<file path="config.mk">
export PLATFORM = sky130hd
export DESIGN_NAME = mem_access
export DESIGN_NICKNAME = d
export VERILOG_FILES = /design/src/rtl/mem_access.sv
export SDC_FILE = /design/constraint.sdc
export NUM_CORES = 1
export LEC_CHECK = 0
export ABC_AREA = 1
export BUFFER_PORTS_ARGS = -buffer_cell sky130_fd_sc_hd__buf_4
export CAP_MARGIN = 20
export CORE_UTILIZATION = 50
export CTS_CLUSTER_SIZE = 12
export DETAILED_ROUTE_END_ITERATION = 16
export PLACE_DENSITY = 0.81
export SLEW_MARGIN = 15
export SYNTH_ARGS = -nofsm -noshare
export SYNTH_HDL_FRONTEND = slang
export SYNTH_SLANG_ARGS = --single-unit
</file>
<file path="constraint.sdc">
create_clock -name clk -period 2.5 [get_ports clk]
set_clock_uncertainty 0.2 [all_clocks]
set_input_delay 0.25 -clock clk [delete_from_list [all_inputs] [get_ports clk]]
set_output_delay 0.25 -clock clk [all_outputs]
set_load 0.02 [all_outputs]
</file>
<file path="src/rtl/mem_access.sv">
// rtl/mem_access.sv - Memory stage: SRAM / memory-mapped UART access FSM with writeback
// Optional feature macro MEM_PROTECT_EN: stores below 16'h4000 are blocked and pulse mem_fault.
module mem_access #(
  parameter int unsigned RAM_WAIT       = 1,
  parameter logic [15:0] UART_DATA_ADDR = 16'hBF00,
  parameter logic [15:0] UART_STAT_ADDR = 16'hBF01
) (
  input  logic        clk,
  input  logic        rst,
  input  logic        valid_in,
  input  logic [15:0] instructionIn,
  input  logic [15:0] addrIn,
  input  logic [15:0] dataIn,
  output logic        stall,
  output logic        wb_valid,
  output logic        wb_we,
  output logic [15:0] wb_data,
  output logic [17:0] ram_addr,
  output logic [15:0] ram_dout,
  input  logic [15:0] ram_din,
  output logic        ram_ce_n,
  output logic        ram_oe_n,
  output logic        ram_we_n,
  output logic [7:0]  uart_tx_data,
  output logic        uart_tx_start,
  input  logic        uart_tx_busy,
  input  logic [7:0]  uart_rx_data,
  input  logic        uart_rx_ready,
  output logic        uart_rx_ack
`ifdef MEM_PROTECT_EN
  ,
  output logic        mem_fault
`endif
);

  typedef enum logic [2:0] {IDLE, RD, WR_SETUP, WR_PULSE, WR_HOLD, UART_WAIT} state_t;

  localparam logic [2:0] WAIT_C  = 3'(RAM_WAIT);
  localparam logic [2:0] WAIT_M1 = 3'(RAM_WAIT - 1);

  state_t      state_q, state_d;
  logic [2:0]  cnt_q, cnt_d;
  logic        stall_q, stall_d;
  logic        wb_valid_q, wb_valid_d;
  logic        wb_we_q, wb_we_d;
  logic [15:0] wb_data_q, wb_data_d;
  logic [17:0] ram_addr_q, ram_addr_d;
  logic [15:0] ram_dout_q, ram_dout_d;
  logic        ce_n_q, ce_n_d;
  logic        oe_n_q, oe_n_d;
  logic        we_n_q, we_n_d;
  logic [7:0]  tx_data_q, tx_data_d;
  logic        tx_start_q, tx_start_d;
  logic        rx_ack_q, rx_ack_d;

  logic [4:0]  op;
  logic        is_load, is_store, no_wb, hit_data, hit_stat, prot_hit;

  assign op       = instructionIn[15:11];
  assign is_load  = (op == 5'b10010) || (op == 5'b10011);
  assign is_store = (op == 5'b11010) || (op == 5'b11011);
  // nop, b, beqz, bnez, the bteqz/btnez pair of the I8 group, and jr produce no register result
  assign no_wb    = (op == 5'b00001) || (op == 5'b00010) || (op == 5'b00100) ||
                    (op == 5'b00101) ||
                    ((op == 5'b01100) && (instructionIn[10:8] inside {3'b000, 3'b001})) ||
                    ((op == 5'b11101) && (instructionIn[7:0] == 8'h00));
  assign hit_data = (addrIn == UART_DATA_ADDR);
  assign hit_stat = (addrIn == UART_STAT_ADDR);

`ifdef MEM_PROTECT_EN
  logic fault_q;
  assign prot_hit = (addrIn < 16'h4000);
  always_ff @(posedge clk or negedge rst) begin
    if (!rst) begin
      fault_q <= 1'b0;
    end else begin
      fault_q <= (state_q == IDLE) && valid_in && is_store && prot_hit && !hit_data && !hit_stat;
    end
  end
  assign mem_fault = fault_q;
`else
  assign prot_hit = 1'b0;
`endif

  always_ff @(posedge clk or negedge rst) begin
    if (!rst) begin
      state_q    <= IDLE;
      cnt_q      <= 3'd0;
      stall_q    <= 1'b0;
      wb_valid_q <= 1'b0;
      wb_we_q    <= 1'b0;
      wb_data_q  <= 16'h0000;
      ram_addr_q <= 18'h00000;
      ram_dout_q <= 16'h0000;
      ce_n_q     <= 1'b1;
      oe_n_q     <= 1'b1;
      we_n_q     <= 1'b1;
      tx_data_q  <= 8'h00;
      tx_start_q <= 1'b0;
      rx_ack_q   <= 1'b0;
    end else begin
      state_q    <= state_d;
      cnt_q      <= cnt_d;
      stall_q    <= stall_d;
      wb_valid_q <= wb_valid_d;
      wb_we_q    <= wb_we_d;
      wb_data_q  <= wb_data_d;
      ram_addr_q <= ram_addr_d;
      ram_dout_q <= ram_dout_d;
      ce_n_q     <= ce_n_d;
      oe_n_q     <= oe_n_d;
      we_n_q     <= we_n_d;
      tx_data_q  <= tx_data_d;
      tx_start_q <= tx_start_d;
      rx_ack_q   <= rx_ack_d;
    end
  end

  always_comb begin
    state_d    = state_q;
    cnt_d      = cnt_q;
    stall_d    = stall_q;
    wb_valid_d = 1'b0;
    wb_we_d    = 1'b0;
    wb_data_d  = wb_data_q;
    ram_addr_d = ram_addr_q;
    ram_dout_d = ram_dout_q;
    ce_n_d     = ce_n_q;
    oe_n_d     = oe_n_q;
    we_n_d     = we_n_q;
    tx_data_d  = tx_data_q;
    tx_start_d = 1'b0;
    rx_ack_d   = 1'b0;
    case (state_q)
      IDLE: begin
        if (valid_in) begin
          if (is_load && hit_data) begin
            wb_valid_d = 1'b1;
            wb_we_d    = 1'b1;
            wb_data_d  = {8'h00, uart_rx_data};
            rx_ack_d   = uart_rx_ready;
          end else if (is_load && hit_stat) begin
            wb_valid_d = 1'b1;
            wb_we_d    = 1'b1;
            wb_data_d  = {14'b0, uart_rx_ready, ~uart_tx_busy};
          end else if (is_load) begin
            state_d    = RD;
            cnt_d      = 3'd0;
            stall_d    = 1'b1;
            ram_addr_d = {2'b00, addrIn};
            ce_n_d     = 1'b0;
            oe_n_d     = 1'b0;
          end else if (is_store && hit_data) begin
            tx_data_d = dataIn[7:0];
            if (uart_tx_busy) begin
              state_d = UART_WAIT;
              stall_d = 1'b1;
            end else begin
              tx_start_d = 1'b1;
              wb_valid_d = 1'b1;
            end
          end else if (is_store && (hit_stat || prot_hit)) begin
            wb_valid_d = 1'b1;
          end else if (is_store) begin
            state_d    = WR_SETUP;
            stall_d    = 1'b1;
            ram_addr_d = {2'b00, addrIn};
            ram_dout_d = dataIn;
            ce_n_d     = 1'b0;
            we_n_d     = 1'b1;
          end else begin
            wb_valid_d = 1'b1;
            wb_we_d    = ~no_wb;
            wb_data_d  = addrIn;
          end
        end
      end
      // Read data is captured as the strobes release; the writeback pulse follows one cycle later.
      RD: begin
        if (cnt_q == WAIT_C) begin
          state_d    = IDLE;
          stall_d    = 1'b0;
          wb_valid_d = 1'b1;
          wb_we_d    = 1'b1;
        end else if (cnt_q == WAIT_M1) begin
          ce_n_d    = 1'b1;
          oe_n_d    = 1'b1;
          wb_data_d = ram_din;
          cnt_d     = WAIT_C;
        end else begin
          cnt_d = cnt_q + 3'd1;
        end
      end
      WR_SETUP: begin
        state_d = WR_PULSE;
        we_n_d  = 1'b0;
        cnt_d   = 3'd0;
      end
      WR_PULSE: begin
        if (cnt_q == WAIT_M1) begin
          state_d = WR_HOLD;
          we_n_d  = 1'b1;
          cnt_d   = 3'd0;
        end else begin
          cnt_d = cnt_q + 3'd1;
        end
      end
      // First cycle keeps ce_n low for address/data hold, second cycle is the completion beat.
      WR_HOLD: begin
        if (cnt_q == 3'd0) begin
          ce_n_d = 1'b1;
          cnt_d  = 3'd1;
        end else begin
          state_d    = IDLE;
          stall_d    = 1'b0;
          wb_valid_d = 1'b1;
        end
      end
      UART_WAIT: begin
        if (!uart_tx_busy) begin
          state_d    = IDLE;
          stall_d    = 1'b0;
          tx_start_d = 1'b1;
          wb_valid_d = 1'b1;
        end
      end
      default: begin
        state_d = IDLE;
        stall_d = 1'b0;
        ce_n_d  = 1'b1;
        oe_n_d  = 1'b1;
        we_n_d  = 1'b1;
      end
    endcase
  end

  assign stall         = stall_q;
  assign wb_valid      = wb_valid_q;
  assign wb_we         = wb_we_q;
  assign wb_data       = wb_data_q;
  assign ram_addr      = ram_addr_q;
  assign ram_dout      = ram_dout_q;
  assign ram_ce_n      = ce_n_q;
  assign ram_oe_n      = oe_n_q;
  assign ram_we_n      = we_n_q;
  assign uart_tx_data  = tx_data_q;
  assign uart_tx_start = tx_start_q;
  assign uart_rx_ack   = rx_ack_q;

endmodule

</file>
==> metrics <==
P_leak 3.001 nW; # rows 31; clk_lat worst skew 0.34 ns; Core Box Area between 7000 and 8000 sq um; area grow syn2layout 45.94%; DIE HEIGHT 89.45 um; drc violations 0; post-synthesis cell count just under 500; share of cells above drive strength 1 31.43%; Antenna Diode Count 0; Final setup violation count 0; share of the yosys chip area belonging to registers between 40 and 50%; number of port buffers 139; final period utilization between 90% and 100%; Post-DRT Antenna Nets 0; R2R Setup Slk 0.27 ns; Seq cells post-synth 70; worst-margin pin slew roughly 0.89 ns; commonest non-fill, non-tap cell in the layout nand2_1; CP startpoint kind primary input; Avg Inst Size Synth slightly below 8 sq um; final RePlAce weighted congestion 0.8950; CP Cell Sequence dlygate4sd3_1 -> buf_4 -> nor2_1 -> nand2_1 -> nor2_2 -> nand2_2 -> nor2_4 -> inv_1 -> nand2_4 -> nor2_2 -> buf_4 -> nand2_1 -> nand2_1; Worst EP arrival 2.33 ns; WL/cell 14.51 um; PwrDens 993.4 nW/um^2; RSZ-0062 raised after global routing false; clock transition at the registers of the reported paths 0.09 ns; endpoints failing hold 0; CTS sink cnt 70; Layout Nets 762; Sum Neg Setup Slack 0 ns; Yosys Warn Count 0; slowest cell on the critical path dlygate4sd3_1; number of max-cap violations 0; CP required 2.53 ns; Ports 143; via-per-instance ratio 5.089; Synth cell types 37; H-tree levels 3; Initial Utilization 52.16%; max-slew violation count 0; die area around 8000 sq um; initial antenna violation count 0; most frequent cells in the layout 200 x nand2_1, 146 x buf_4, 67 x dfrtp_1; routed vias between 3000 and 4000; commonest register cell after synthesis dfrtp_1; DP Wirelength 7631 um; most used cell, CP nand2_1; WS Path Type primary input to flip-flop; Worst Path Max Fanout 18; Max-slew headroom 40.35%; Total Power roughly 5.5 mW; first drt pass iteration count 5; outcome finished clean; fillcell total 508; Max Clk Rate 435.6 MHz; vias in the first global route 3855; first-pass GRT wire length approximately 17000 um; area of the multi-input gates 1864 sq um; Mapped Area 3824 sq um; Hold Crit Class primary input to flip-flop; kind of cell adding the most delay to the critical path simple AND/OR/NAND/NOR gates; number of flops mapped to enable cells by yosys 0; postcts setup bufs 0; Worst VDD drop 0.0006202 V; WL final 11360 um; CTS buffer count 9; FF+latch area 1755 sq um; fin crit period between 2 and 2.5 ns; crit-path max cell delay 0.55 ns; Worst setup EP type flip-flop; Initial DRC Count 236; total global routing overflow 0; Crit path buffers/inverters 4; Root Buffer clkbuf_8; largest net degree at the start of global routing 71; async set-or-reset flop fraction in the synthesized netlist 100.0%; All-Layer GR Usage between 20% and 30%; Die X 89.45 um; Clock Path Buffers 2; CTS tree built
path summary, 6_finish.rpt:
check,depth (start not counted),from,end
worst min-delay path,5,ram_din[12],wb_data[12]
min in group asynchronous,2,rst,ram_addr[4]
max in group asynchronous,2,rst,cnt_q[0]
worst min register to register,2,ram_addr[10],ram_addr[10]
worst max register to register,9,state_q[0],wb_data[5]
worst max-delay path,13,addrIn[3],ram_dout[10]
through the flow:
step | setup slack, ns | instances | utilization (%) | area [sq um] | hold slack (ns)
CTS | 0.1553 | 783 | 75.70 | 5549 | 0.0005183
global route | 0.02549 | 783 | 76.12 | 5580 | 0.02605
finish | 0.2042 | 783 | 76.12 | 5580 | 0.007028
detailed placement | 0.2888 | 729 | 67.49 | 4947 | 0.2267
floorplan | 0.5979 | 498 | - | 3827 | -0.2456
global placement | 0.3611 | 729 | 67.49 | 4947 | 0.2304
registers in the layout, indices dropped and copies added, names as in the netlist, 3 cells and up:
name          cells
uart_tx_data      8
ram_addr         16
state_q           3
cnt_q             3
wb_data          16
ram_dout         16
report_power, final:
group | switching [mW] | internal (mW)
clock | 0.461 | 0.571
sequential | 0.250 | 1.55
combinational | 1.68 | 1.03
worst register-to-register path: stages, from the launching register on:
cell,delay [ns]
dfrtp_1,0.47
nand2_1,0.10
nor2_1,0.38
nand3_1,0.19
nand2_1,0.18
nor2_2,0.07
nand2_2,0.21
inv_2,0.17
nand2_1,0.10
nand2_1,0.05
final cells by class:
type                       count  area share, %
multi-input combinational    377          33.41
clock inverter                 6          1.682
timing repair buffer         184          26.46
sequential                    70          31.46
clock buffer                  10          2.287
inverter                      37          2.489
tap                           99          2.220
cells by family after synthesis:
kind of cell	synth area share, %
AOI/OAI and AO/OA	7.853
DFF	45.91
adders and majority gates	1.963
and+or+nand+nor	35.34
buffers and inverters	6.250
muxes	2.356
other	0.09807
xor gates and xnor gates	0.2291
what timing repair did:
action | 4_1_cts | 5_1_grt
endpoints found under the hold margin | 112 | 0
setup endpoints to repair | 0 | 34
resized for setup | 0 | 6
hold buffers | 38 | 0
cells in the mapped netlist (2+ instances only):
library cell	instances	area share (%)
nand3b_1	3	0.59
mux2_2	7	2.1
inv_1	30	2.9
nand2_1	200	20
buf_4	3	0.59
nand2_4	2	0.59
dfrtp_1	67	44
o22ai_1	2	0.33
buf_2	5	0.65
nand4_1	2	0.33
inv_2	7	0.69
a21oi_1	6	0.79
ha_1	6	2.0
buf_6	4	1.2
nor2_1	35	3.4
nor2_4	4	1.2
nand2_2	8	1.3
or2_2	3	0.49
nor2_2	6	0.98
nor3_1	4	0.52
dfstp_2	3	2.1
o21ai_0	30	3.9
o21ai_2	9	2.1
nand3_1	38	5.0
routing by layer:
layer	GRT usage [%]	share of wire, %	vias up
met5	0	0	-
met4	14.00	2.7	0
met3	6.002	6.0	32
met2	49.76	51	165
met1	33.22	41	1852
li1	-	-	1936
Power figures use the tool's default switching activity.
